`src/rtl/alu_seq_if.sv`:
```
// -----------------------------------------------------------------------------
// alu_seq_if
// Request/response bundle between the instruction decoder (master) and the
// sequential ALU (slave).
//   Request : in_valid, in_ready, inst[OPW], operand_1[WIDTH], operand_2[WIDTH]
//   Response: out_valid, out_ready, sol[WIDTH], sol_hi[WIDTH],
//             flag_z, flag_n, flag_c, flag_v, err
// -----------------------------------------------------------------------------
interface alu_seq_if #(
    parameter int WIDTH = 8,
    parameter int OPW   = 8
);
    logic             in_valid;
    logic             in_ready;
    logic [OPW-1:0]   inst;
    logic [WIDTH-1:0] operand_1;
    logic [WIDTH-1:0] operand_2;
    logic             out_valid;
    logic             out_ready;
    logic [WIDTH-1:0] sol;
    logic [WIDTH-1:0] sol_hi;
    logic             flag_z;
    logic             flag_n;
    logic             flag_c;
    logic             flag_v;
    logic             err;

    modport master (
        output in_valid, inst, operand_1, operand_2, out_ready,
        input  in_ready, out_valid, sol, sol_hi, flag_z, flag_n, flag_c, flag_v, err
    );

    modport slave (
        input  in_valid, inst, operand_1, operand_2, out_ready,
        output in_ready, out_valid, sol, sol_hi, flag_z, flag_n, flag_c, flag_v, err
    );
endinterface

```
`src/rtl/alu_seq.sv`:
```
// -----------------------------------------------------------------------------
// alu_seq
// Registered ALU with a valid/ready request side and a valid/ready result side.
// One operation in flight at a time: IDLE -> EXEC (or MUL -> EXEC) -> DONE.
// Opcodes: 0 PASS, 1 ADD, 2 SUB, 3 AND, 4 OR, 5 XOR, 6 SHL, 7 SHR, 8 MUL.
//
// Ports:
//   clk    rising-edge clock
//   rst_n  asynchronous active-low reset (release synchronised internally)
//   bus    alu_seq_if.slave: request (in_valid/in_ready/inst/operand_1/2) and
//          result (out_valid/out_ready/sol/sol_hi/flag_z/n/c/v/err)
//
// Build option: define ALU_MUL_EN to include the shift-add multiplier
// (WIDTH steps). Without it opcode 8 is illegal and sol_hi is tied to 0.
// -----------------------------------------------------------------------------
module alu_seq #(
    parameter int WIDTH = 8,
    parameter int OPW   = 8
) (
    input  logic     clk,
    input  logic     rst_n,
    alu_seq_if.slave bus
);
    localparam int SHW = $clog2(WIDTH);

    localparam logic [OPW-1:0] OP_PASS = OPW'(0);
    localparam logic [OPW-1:0] OP_ADD  = OPW'(1);
    localparam logic [OPW-1:0] OP_SUB  = OPW'(2);
    localparam logic [OPW-1:0] OP_AND  = OPW'(3);
    localparam logic [OPW-1:0] OP_OR   = OPW'(4);
    localparam logic [OPW-1:0] OP_XOR  = OPW'(5);
    localparam logic [OPW-1:0] OP_SHL  = OPW'(6);
    localparam logic [OPW-1:0] OP_SHR  = OPW'(7);
    localparam logic [OPW-1:0] OP_MUL  = OPW'(8);

    typedef enum logic [1:0] {
        S_IDLE,
        S_EXEC,
        S_DONE
`ifdef ALU_MUL_EN
        , S_MUL
`endif
    } state_t;

    state_t           state_q, state_d;
    logic [OPW-1:0]   op_q, op_d;
    logic [WIDTH-1:0] a_q, a_d, b_q, b_d;
    logic [WIDTH-1:0] sol_q, sol_d;
    logic [WIDTH-1:0] sol_hi_q, sol_hi_d;
    logic             z_q, z_d, n_q, n_d, c_q, c_d, v_q, v_d, err_q, err_d;
    logic             rst_meta_q, rst_meta_d, rst_ok_q, rst_ok_d;

`ifdef ALU_MUL_EN
    localparam int CNTW = $clog2(WIDTH) + 1;
    logic [2*WIDTH-1:0] prod_q, prod_d;
    logic [CNTW-1:0]    cnt_q, cnt_d;
    logic [WIDTH:0]     mul_sum;
`endif

    // Result of the latched operation (combinational, committed in EXEC)
    logic [WIDTH-1:0] res_sol, res_hi;
    logic             res_z, res_n, res_c, res_v, res_err;
    logic [WIDTH:0]   add_full, sub_full;
    logic [SHW-1:0]   sh_amt;
    logic             accept;

    // Reset release is walked through two flops so that the first accept
    // never happens on the same edge the asynchronous reset deasserts.
    assign rst_meta_d = 1'b1;
    assign rst_ok_d   = rst_meta_q;

    assign accept   = (state_q == S_IDLE) && rst_ok_q && bus.in_valid;
    assign add_full = {1'b0, a_q} + {1'b0, b_q};
    assign sub_full = {1'b0, a_q} - {1'b0, b_q};   // MSB is the borrow (A < B)
    assign sh_amt   = b_q[SHW-1:0];

`ifdef ALU_MUL_EN
    // One shift-add step: conditionally add A into the upper half, then
    // shift the whole {carry, hi, lo} right; lo starts out holding B.
    assign mul_sum = {1'b0, prod_q[2*WIDTH-1:WIDTH]} + (prod_q[0] ? {1'b0, a_q} : '0);
`endif

    always_comb begin
        res_sol = '0;
        res_hi  = '0;
        res_c   = 1'b0;
        res_v   = 1'b0;
        res_err = 1'b0;
        case (op_q)
            OP_PASS: res_sol = a_q;
            OP_ADD: begin
                res_sol = add_full[WIDTH-1:0];
                res_c   = add_full[WIDTH];
                res_v   = (a_q[WIDTH-1] == b_q[WIDTH-1]) && (add_full[WIDTH-1] != a_q[WIDTH-1]);
            end
            OP_SUB: begin
                res_sol = sub_full[WIDTH-1:0];
                res_c   = sub_full[WIDTH];
                res_v   = (a_q[WIDTH-1] != b_q[WIDTH-1]) && (sub_full[WIDTH-1] != a_q[WIDTH-1]);
            end
            OP_AND:  res_sol = a_q & b_q;
            OP_OR:   res_sol = a_q | b_q;
            OP_XOR:  res_sol = a_q ^ b_q;
            OP_SHL:  res_sol = a_q << sh_amt;
            OP_SHR:  res_sol = a_q >> sh_amt;
            OP_MUL: begin
`ifdef ALU_MUL_EN
                res_sol = prod_q[WIDTH-1:0];
                res_hi  = prod_q[2*WIDTH-1:WIDTH];
                res_c   = |prod_q[2*WIDTH-1:WIDTH];
`else
                res_err = 1'b1;
`endif
            end
            default: res_err = 1'b1;
        endcase
        // Illegal ops report all flags clear, so Z is suppressed as well
        res_z = !res_err && (res_sol == '0);
        res_n = res_sol[WIDTH-1];
    end

    always_comb begin
        state_d  = state_q;
        op_d     = op_q;
        a_d      = a_q;
        b_d      = b_q;
        sol_d    = sol_q;
        sol_hi_d = sol_hi_q;
        z_d      = z_q;
        n_d      = n_q;
        c_d      = c_q;
        v_d      = v_q;
        err_d    = err_q;
`ifdef ALU_MUL_EN
        prod_d   = prod_q;
        cnt_d    = cnt_q;
`endif
        case (state_q)
            S_IDLE: begin
                if (accept) begin
                    op_d    = bus.inst;
                    a_d     = bus.operand_1;
                    b_d     = bus.operand_2;
                    state_d = S_EXEC;
`ifdef ALU_MUL_EN
                    if (bus.inst == OP_MUL) begin
                        state_d = S_MUL;
                        cnt_d   = '0;
                        prod_d  = {{WIDTH{1'b0}}, bus.operand_2};
                    end
`endif
                end
            end
            // Common commit point for every op, including MUL after its steps
            S_EXEC: begin
                sol_d    = res_sol;
                sol_hi_d = res_hi;
                z_d      = res_z;
                n_d      = res_n;
                c_d      = res_c;
                v_d      = res_v;
                err_d    = res_err;
                state_d  = S_DONE;
            end
`ifdef ALU_MUL_EN
            S_MUL: begin
                prod_d = {mul_sum, prod_q[WIDTH-1:1]};
                cnt_d  = cnt_q + 1'b1;
                if (cnt_q == CNTW'(WIDTH - 1)) begin
                    state_d = S_EXEC;
                end
            end
`endif
            S_DONE: begin
                if (bus.out_ready) begin
                    state_d = S_IDLE;
                end
            end
            default: state_d = S_IDLE;
        endcase
    end

    always_ff @(posedge clk or negedge rst_n) begin
        if (!rst_n) begin
            state_q    <= S_IDLE;
            op_q       <= '0;
            a_q        <= '0;
            b_q        <= '0;
            sol_q      <= '0;
            sol_hi_q   <= '0;
            z_q        <= 1'b0;
            n_q        <= 1'b0;
            c_q        <= 1'b0;
            v_q        <= 1'b0;
            err_q      <= 1'b0;
            rst_meta_q <= 1'b0;
            rst_ok_q   <= 1'b0;
`ifdef ALU_MUL_EN
            prod_q     <= '0;
            cnt_q      <= '0;
`endif
        end else begin
            state_q    <= state_d;
            op_q       <= op_d;
            a_q        <= a_d;
            b_q        <= b_d;
            sol_q      <= sol_d;
            sol_hi_q   <= sol_hi_d;
            z_q        <= z_d;
            n_q        <= n_d;
            c_q        <= c_d;
            v_q        <= v_d;
            err_q      <= err_d;
            rst_meta_q <= rst_meta_d;
            rst_ok_q   <= rst_ok_d;
`ifdef ALU_MUL_EN
            prod_q     <= prod_d;
            cnt_q      <= cnt_d;
`endif
        end
    end

    assign bus.in_ready  = (state_q == S_IDLE);
    assign bus.out_valid = (state_q == S_DONE);
    assign bus.sol       = sol_q;
`ifdef ALU_MUL_EN
    assign bus.sol_hi    = sol_hi_q;
`else
    assign bus.sol_hi    = '0;
`endif
    assign bus.flag_z    = z_q;
    assign bus.flag_n    = n_q;
    assign bus.flag_c    = c_q;
    assign bus.flag_v    = v_q;
    assign bus.err       = err_q;
endmodule
```
`src/flat_wrapper.sv`:
```
// flat-port wrapper written by rule: the top's interface ports become plain ports
module alu_seq_flat 
#(
    parameter int WIDTH = 8,
    parameter int OPW   = 8
)
  (clk, rst_n, bus_in_valid, bus_inst, bus_operand_1, bus_operand_2, bus_out_ready, bus_in_ready, bus_out_valid, bus_sol, bus_sol_hi, bus_flag_z, bus_flag_n, bus_flag_c, bus_flag_v, bus_err);
  alu_seq_if #(.WIDTH(WIDTH), .OPW(OPW)) bus_i ();
  input  logic clk;
  input  logic rst_n;
  input wire logic [$bits(bus_i.in_valid)-1:0] bus_in_valid;
  input wire logic [$bits(bus_i.inst)-1:0] bus_inst;
  input wire logic [$bits(bus_i.operand_1)-1:0] bus_operand_1;
  input wire logic [$bits(bus_i.operand_2)-1:0] bus_operand_2;
  input wire logic [$bits(bus_i.out_ready)-1:0] bus_out_ready;
  output wire logic [$bits(bus_i.in_ready)-1:0] bus_in_ready;
  output wire logic [$bits(bus_i.out_valid)-1:0] bus_out_valid;
  output wire logic [$bits(bus_i.sol)-1:0] bus_sol;
  output wire logic [$bits(bus_i.sol_hi)-1:0] bus_sol_hi;
  output wire logic [$bits(bus_i.flag_z)-1:0] bus_flag_z;
  output wire logic [$bits(bus_i.flag_n)-1:0] bus_flag_n;
  output wire logic [$bits(bus_i.flag_c)-1:0] bus_flag_c;
  output wire logic [$bits(bus_i.flag_v)-1:0] bus_flag_v;
  output wire logic [$bits(bus_i.err)-1:0] bus_err;
  assign bus_i.in_valid = bus_in_valid;
  assign bus_i.inst = bus_inst;
  assign bus_i.operand_1 = bus_operand_1;
  assign bus_i.operand_2 = bus_operand_2;
  assign bus_i.out_ready = bus_out_ready;
  assign bus_in_ready = bus_i.in_ready;
  assign bus_out_valid = bus_i.out_valid;
  assign bus_sol = bus_i.sol;
  assign bus_sol_hi = bus_i.sol_hi;
  assign bus_flag_z = bus_i.flag_z;
  assign bus_flag_n = bus_i.flag_n;
  assign bus_flag_c = bus_i.flag_c;
  assign bus_flag_v = bus_i.flag_v;
  assign bus_err = bus_i.err;
  alu_seq #(.WIDTH(WIDTH), .OPW(OPW)) u_core (.clk(clk), .rst_n(rst_n), .bus(bus_i));
endmodule
```
`config.mk`:
```
export PLATFORM = sky130hd
export DESIGN_NAME = alu_seq_flat
export DESIGN_NICKNAME = d
export VERILOG_FILES = /design/src/rtl/alu_seq_if.sv /design/src/rtl/alu_seq.sv /design/src/flat_wrapper.sv
export SDC_FILE = /design/constraint.sdc
export NUM_CORES = 1
export LEC_CHECK = 0
export CORE_ASPECT_RATIO = 1.5
export CORE_MARGIN = 5
export CORE_UTILIZATION = 59
export DETAILED_ROUTE_END_ITERATION = 6
export PLACE_DENSITY = 0.86
export SETUP_SLACK_MARGIN = 0.3
export SYNTH_ARGS = -nofsm -noshare
export SYNTH_HDL_FRONTEND = slang
export SYNTH_SLANG_ARGS = --single-unit
export TNS_END_PERCENT = 100
```
`constraint.sdc`:
```
create_clock -name clk -period 5.5 [get_ports clk]
set_clock_uncertainty 0.05 [all_clocks]
set_input_delay 0.825 -clock clk [delete_from_list [all_inputs] [get_ports clk]]
set_output_delay 0.825 -clock clk [all_outputs]
set_load 0.02 [all_outputs]
```
==> flow_summary.toml, run 1 <==
[sta]
setup_ws_ps = 2160
setup_viol = 0
hold_viol = 0
timing.final.crit_share = 0.608
slew_headroom = 0.416
drv_slew = 0
fin_crit_ps = 3340
tns_ps = 0
rsz0062_at_grt = "no"
max_freq_mhz = 299
worst_pin_slew_ps = 876

[power_and_ir_drop]
power_frac_seq = 0.328
net-switching-power_uw = 654
vdd_ir_drop_max_mv = 0.226
power_frac_comb = 0.501
leakage_uw = 0.00166
p_clk_frac = 0.171
powerDensity_nw_per_um2 = 395
swShare = 0.428
intPower_uw = 873

[critical_path]
start_kind = "register"
critPathMaxFanout = 24
crit_arrival_ps = 3520
r2r_slack_ps = 2160
end_kind = "register"
r2r_end = "u_core.bus.flag_z"
cp.required_ps = 5670
r2r.worst_path.cells = 8
r2r-start = "u_core.b_q[1]"
critPathLaunch = "u_core.b_q[1]"
crit_type = "reg2reg"

[routing]
avgViaCountPerCell = 6.21
drt_pass1_iterations = 5
drtIter0Drc = 271
vias = 2975
drc = 0
ant_nets = 0
wl_per_cell_um = 18.3
drt_wl_total_um = 8780

[placed_design]
place_ws_ps = 2170
dpl_cell_area_um2 = 3730
port_buffers = 42
dpl.hpwl_um = 6790
gp_congestion = 0.969
dp.cells = 471

[logic_synthesis]
synth_seq_cells = 40
yosysTopAreaCellShare = 0.297
synth.most_common_cell = "nand2_1"
synth_cell_types = 69
postSynthCellCount = 382
synth_commonest_cells = "nand2_1 (44), dfrtp_1 (40), o21ai_0 (40)"
post-synth-top-area-cell = "dfrtp_1"
synth_flop_cell = "dfrtp_1"
syn_area_um2 = 3370
syn_area_per_cell_um2 = 8.83
synthTopCellsByArea = "dfrtp_1 (30%), ha_1 (9.3%), mux4_2 (6.0%)"
synth_warnings = 0
ys_seq_area_frac = 0.297
synth_edf_count = 0
async_reset_ff_frac = 1.00

[grt]
antenna_found_initial = 0
grt_use_total = 0.255
grt_first_pass_wirelength_um = 14600
grt_max_degree = 44
overflow = 0
grt_pass1_vias = 2976

[clock_tree]
cts.clk_slew.worst_paths_ps = 80
holdBufCountCts = 0
clockBufferDepth = 2
cts.sinks = 40
cts_buffers = 5
cts_max_level = 2
root_buffer = "clkbuf_8"
tritoncts = "done"
ctsResizeCount = 0
cts_setup_buffers = 0
clk_latency_ps = 290

[flow_run]
maxCapViolCount = 0

[layout]
fin_nets = 463
diodes = 0
fin_cells = 479
syn2layout_area_growth_pct = 14.5
final_layout_size_suffix_gt1_frac = 0.0954
stdcell_area_um2 = 3860

[hold_path]
hold_end = "u_core.rst_ok_q"
whs_path_depth = 0
hold_start = "u_core.rst_meta_q"
min_path_type = "reg2reg"

[die]
die_w_um = 71.7
dieArea_um2 = 7360
rows = 33
start_util = 0.610
core_um2 = 5530
fp.dieH_um = 103
pin_count = 51

[outcome]
status = "completed"
cell families after synthesis:
group,Yosys count,synth area share
xor gates and xnor gates,2,0.00519
other,2,0.00223
buffers and inverters,61,0.0875
muxes,23,0.110
DFF,40,0.297
adders and majority gates,27,0.105
AOI/OAI and AO/OA,114,0.222
and+or+nand+nor,113,0.172
area by class of cell:
class	instances	area, um^2
tap	70	87.6
timing repair buffer	45	438
multi-input combinational	288	2100
clock inverter	1	30.0
fill	458	1670
sequential	40	1000
inverter	28	105
clock buffer	7	96.3
power groups by stage:
stage | clock network (uW) | logic, uW | registers, uW
6_report | 261 | 764 | 501
3_3_place_gp | 0 | 742 | 497
2_1_floorplan | 0 | 580 | 459
3_5_place_dp | 0 | 754 | 504
4_1_cts | 267 | 757 | 498
5_1_grt | 279 | 841 | 520
how the worst max path moves through the flow:
stage / endpoint / slack (ps) / cells after the start
after floorplan: u_core.bus.flag_z / 2620 / 11
after global placement: u_core.bus.flag_z / 2310 / 8
after detailed placement: u_core.bus.flag_z / 2170 / 8
after CTS: u_core.bus.flag_z / 2140 / 8
after global routing: u_core.bus.flag_z / 1790 / 8
final: u_core.bus.flag_z / 2160 / 8
worst max-delay path, cell delays in order, from the launching register on:
cell and delay, ps:
dfrtp_1 900, inv_1 330, fa_1 540, o31a_1 360, o31ai_2 260, o221a_2 230, o211ai_1 110, nor4_1 300
a32o_2 200
per-stage QoR:
| stage | utilization | hold slack (ps) | power [uW] |
|---|---|---|---|
| 3_3_place_gp | 0.675 | 285 | 1240 |
| 5_1_grt | 0.698 | 307 | 1640 |
| 6_report | 0.698 | 302 | 1530 |
| 4_1_cts | 0.698 | 305 | 1520 |
| 3_5_place_dp | 0.675 | 287 | 1260 |
| 2_1_floorplan | - | 281 | 1040 |
registers in the layout (all words and copies together), names as in the netlist:
name / count
u_core.bus.flag_v: 1
u_core.rst_meta_q: 1
u_core.b_q: 8
u_core.bus.flag_z: 1
u_core.bus.flag_c: 1
u_core.a_q: 8
u_core.op_q: 8
u_core.state_q: 2
u_core.bus.sol: 7
u_core.bus.flag_n: 1
u_core.rst_ok_q: 1
u_core.bus.err: 1
routing by layer:
metal / global-route usage / vias to the layer above / part of all wire
li1: - / 1415 / -
met1: 0.320 / 1425 / 0.41
met2: 0.445 / 120 / 0.51
met3: 0.0332 / 15 / 0.054
met4: 0.0955 / 0 / 0.022
met5: 0 / - / 0
cell usage in the layout (no fill, tap or decap), types with 14 or more instances in the layout:
master	n
dfrtp_1	40
nand3_1	14
ha_1	25
a21oi_1	17
inv_1	26
nor2_1	14
nand2_1	44
clkdlybuf4s50_1	41
o21ai_0	40
(Power assumes the default switching activity.)
==> run 2: changes to the inputs <==
CORE_UTILIZATION = 55   (was 59)
PLACE_DENSITY = 0.81   (was 0.86)
clock period = 3.4 ns   (was 5.5 ns; I/O delays follow)
==> run 2 against run 1 <==
  * Sequential share of layout area fell by 0.11 points
  * Register-to-register slack got worse by 1700 ps
  * First-iteration DRC count rose by 0.74%
  * Largest power group unchanged
  * Maximum frequency rose by 14%
  * Combinational power rose by 70%
  * Worst hold slack got worse by 19 ps
  * Critical path depth rose by 1
  * Sequential power rose by 54%
  * Via count rose by 1.8%
  * Global-route usage fell by 0.43 points
  * Routed wire length rose by 4.7%
  * Die area rose by 6.4%
  * Largest cell class unchanged
==> flow_summary.toml, run 2 (synthesized netlist as in run 1, its figures left out) <==
[die]
rows = 35
dieArea_um2 = 7830
pin_count = 51
die_w_um = 73.9
core_um2 = 6040
fp.dieH_um = 106
start_util = 0.558

[routing]
avgViaCountPerCell = 6.19
drtIter0Drc = 273
wl_per_cell_um = 18.8
drc = 0
ant_nets = 0
drt_pass1_iterations = 5
drt_wl_total_um = 9190
vias = 3029

[critical_path]
end_kind = "register"
critPathMaxFanout = 11
start_kind = "register"
cp.required_ps = 3590
crit_type = "reg2reg"
crit_arrival_ps = 3120

[sta]
fin_crit_ps = 2930
setup_ws_ps = 469
drv_slew = 0
tns_ps = 0
timing.final.crit_share = 0.862
setup_viol = 0
worst_hold_slack_ps = 283
rsz0062_at_grt = "no"
hold_viol = 0
slew_headroom = 0.397
worst_pin_slew_ps = 904
max_freq_mhz = 341

[clock_tree]
clk_latency_ps = 300
cts_buffers = 5
root_buffer = "clkbuf_8"
cts_max_level = 2
holdBufCountCts = 0
cts.clk_slew.worst_paths_ps = 80
clockBufferDepth = 2
tritoncts = "done"
cts_setup_buffers = 0
cts.sinks = 40
ctsResizeCount = 0

[grt]
grt_use_total = 0.250
antenna_found_initial = 0
grt_first_pass_wirelength_um = 15100
overflow = 0
grt_max_degree = 41
grt_pass1_vias = 2964

[hold_path]
min_path_type = "in2async"

[placed_design]
dpl.hpwl_um = 7030
port_buffers = 42
place_ws_ps = 523
gp_congestion = 0.932

[layout]
final_common_cell = "nand2_1"
final_layout_size_suffix_gt1_frac = 0.108
fill_cells = 542
final_cell_mix = "nand2_1 (44), clkdlybuf4s50_1 (41), o21ai_0 (40), dfrtp_1 (40), inv_1 (26)"
diodes = 0
multi_input_area_um2 = 2100
register_area_um2 = 1000
fin_nets = 469
syn2layout_area_growth_pct = 14.9
reg_top3 = "u_core.a_q x8, u_core.b_q x8, u_core.op_q x8"

[flow_run]
maxCapViolCount = 0

[outcome]
status = "completed"

[power_and_ir_drop]
power_uw = 2410
powerDensity_nw_per_um2 = 620
leakage_uw = 0.00167
vdd_ir_drop_max_mv = 0.284
[run 2: final timing paths]
kind                                   start  slack, ps                end  cells past startpoint
setup / recovery               u_core.b_q[2]        470  u_core.bus.flag_z                      9
hold / removal                         rst_n        280     u_core.op_q[6]                      1
setup reg to reg               u_core.b_q[2]        470  u_core.bus.flag_z                      9
hold reg to reg            u_core.rst_meta_q        300    u_core.rst_ok_q                      0
max in group asynchronous              rst_n       2450  u_core.bus.flag_n                      1
min in group clk           u_core.rst_meta_q        300    u_core.rst_ok_q                      0
[run 2: final cells by class]
type,instances,share of cell area
well taps,74,0.0239
multi-input cells,288,0.542
clock buffers,6,0.0213
flip-flops and latches,40,0.258
repair buffers,51,0.125
inverters,28,0.0271
clock inverters,2,0.00258
[run 2: power breakdown]
| group | switching (uW) | total [uW] | internal [uW] | leakage, uW |
|---|---|---|---|---|
| Combinational | 718 | 1300 | 583 | 0.00112 |
| Clock | 172 | 334 | 162 | 0.0000510 |
| Sequential | 182 | 770 | 589 | 0.000500 |
| Total | 1070 | 2410 | 1330 | 0.00167 |
[run 2: layer usage]
metal | GRT usage | wire (um)
met3 | 0.0322 | 568
met4 | 0.102 | 343
met1 | 0.331 | 3700
met5 | 0 | 0
met2 | 0.407 | 4590
[run 2: per-stage QoR]
step	util	instance area [um^2]	instances
3_3_place_gp	0.626	3780	481
3_5_place_dp	0.626	3780	481
4_1_cts	0.642	3880	489
2_1_floorplan	-	3400	389
6_report	0.642	3880	489
5_1_grt	0.642	3880	489
[run 2: critical path: stages (launching register included)]
cell	delay, ps
dfrtp_1	580
clkinv_1	170
ha_1	410
a21oi_1	250
a211oi_1	130
a211oi_2	310
o21ai_1	170
a211o_1	300
a21boi_0	280
a32o_2	220
==> run 3: changes to the inputs <==
GPL_ROUTABILITY_DRIVEN = 0   (was not set)
SLEW_MARGIN = 20   (was not set)
==> run 3 against run 2 <==
  * Design area grew 1.8%
  * Total power grew 10%
  * Worst setup slack got worse by 15 ps
  * Critical path type unchanged
  * Critical endpoint unchanged
==> flow_summary.toml, run 3 (synthesized netlist as in run 1, its figures left out) <==
[grt]
overflow = 0
grt_use_total = 0.243
antenna_found_initial = 0
grt_max_degree = 41
grt_pass1_vias = 3102
grt_first_pass_wirelength_um = 15000

[routing]
drc = 0
wl_per_cell_um = 18.5
vias = 3176
avgViaCountPerCell = 6.51
drt_pass1_iterations = 7
drtIter0Drc = 498
ant_nets = 0
drt_wl_total_um = 9010

[die]
core_um2 = 6040
dieArea_um2 = 7830
start_util = 0.558
rows = 35
pin_count = 51
fp.dieH_um = 106
die_w_um = 73.9

[critical_path]
end_kind = "register"
crit_arrival_ps = 3140
cp.required_ps = 3590
crit_chain = "ha_1 -> inv_1 -> fa_1 -> o31a_1 -> o31ai_2 -> o221a_2 -> o211ai_1 -> nor4_1 -> a32o_2"
critPathMaxFanout = 7
cpPeakStageDelay_ps = 530
start_kind = "register"
crit_slowest_cell = "dfrtp_1"
crit_type = "reg2reg"

[layout]
final_common_cell = "nand2_1"
diodes = 0
reg_top3 = "u_core.a_q x8, u_core.b_q x8, u_core.op_q x8"
fill_cells = 494
final_cell_mix = "nand2_1 (44), clkdlybuf4s50_1 (41), o21ai_0 (40)"
stdcell_area_um2 = 3950
multi_input_area_um2 = 2110
final_layout_size_suffix_gt1_frac = 0.114
register_area_um2 = 1000
fin_nets = 468
syn2layout_area_growth_pct = 17.0

[placed_design]
dpl.hpwl_um = 6630
place_ws_ps = 446
dpl_cell_area_um2 = 3780
port_buffers = 42

[sta]
setup_ws_ps = 454
slew_headroom = 0.390
tns_ps = 0
drv_slew = 0
hold_viol = 0
timing.final.crit_share = 0.866
fin_crit_ps = 2950
worst_pin_slew_ps = 916
max_freq_mhz = 339
setup_viol = 0
rsz0062_at_grt = "no"

[power_and_ir_drop]
leakage_uw = 0.00169
powerDensity_nw_per_um2 = 673
vdd_ir_drop_max_mv = 0.384

[clock_tree]
cts.clk_slew.worst_paths_ps = 80
clk_latency_ps = 300
clockBufferDepth = 2
cts_max_level = 2
cts_setup_buffers = 0
cts.sinks = 40
ctsResizeCount = 0
root_buffer = "clkbuf_8"
cts_buffers = 5
holdBufCountCts = 0
tritoncts = "done"

[outcome]
status = "completed"

[flow_run]
maxCapViolCount = 0

[hold_path]
min_path_type = "in2async"
==> run 3: changes by cell type in the layout (fill, tap and decap cells not counted) <==
cell and delta:
clkinv_2 -2, clkinv_1 -1, a221oi_1 -1, clkbuf_8 -1
a221oi_2 +1, bufinv_16 +3, dfrtp_2 +1, dfrtp_1 -1
clkinvlp_4 +1, buf_4 -1
==> run 3: area by class of cell <==
| type | count | area share |
|---|---|---|
| Clock inverter | 3 | 0.0228 |
| Clock buffer | 5 | 0.0174 |
| Timing Repair Buffer | 50 | 0.120 |
| Tap cell | 74 | 0.0235 |
| Multi-Input combinational cell | 288 | 0.534 |
| Inverter | 28 | 0.0276 |
| Sequential cell | 40 | 0.254 |
==> run 3: metal layers <==
layer,vias to the layer above,GRT usage,part of all wire
li1,1429,-,-
met5,-,0,0
met3,68,0.0407,0.087
met4,0,0.130,0.064
met2,229,0.398,0.49
met1,1450,0.299,0.35
==> run 3: through the flow <==
stage                     hold WS (ps)  total power (uW)  utilization  std cells
final                              287              2660        0.653        488
after global placement             285              2000        0.625        480
after floorplan                    164              1680            -        389
after CTS                          315              2610        0.651        488
after global routing               324              2820        0.653        488
after detailed placement           296              2050        0.625        480
==> run 3: final timing paths <==
kind	slack, ps	end	startpoint	depth (start not counted)
setup / recovery	450	u_core.bus.flag_z	u_core.b_q[0]	9
hold / removal	290	u_core.op_q[5]	rst_n	1
setup reg to reg	450	u_core.bus.flag_z	u_core.b_q[0]	9
hold reg to reg	310	u_core.rst_ok_q	u_core.rst_meta_q	0
max in group asynchronous	2400	u_core.b_q[2]	rst_n	1
min in group clk	310	u_core.rst_ok_q	u_core.rst_meta_q	0
==> run 3: report_power, final <==
part	switching (uW)	total, uW	internal, uW	leakage [uW]
combinational	766	1350	584	0.00112
clock	181	548	367	0.0000784
sequential	170	759	590	0.000499
total	1120	2660	1540	0.00169
==> run 3: worst max-delay path: cells and delay by family, from the launching register on <==
family,cells,cell delay (ps)
AOI/OAI and AO/OA,5,1260
adders and majority gates,2,690
DFF,1,530
buffers and inverters,1,70
and+or+nand+nor,1,290
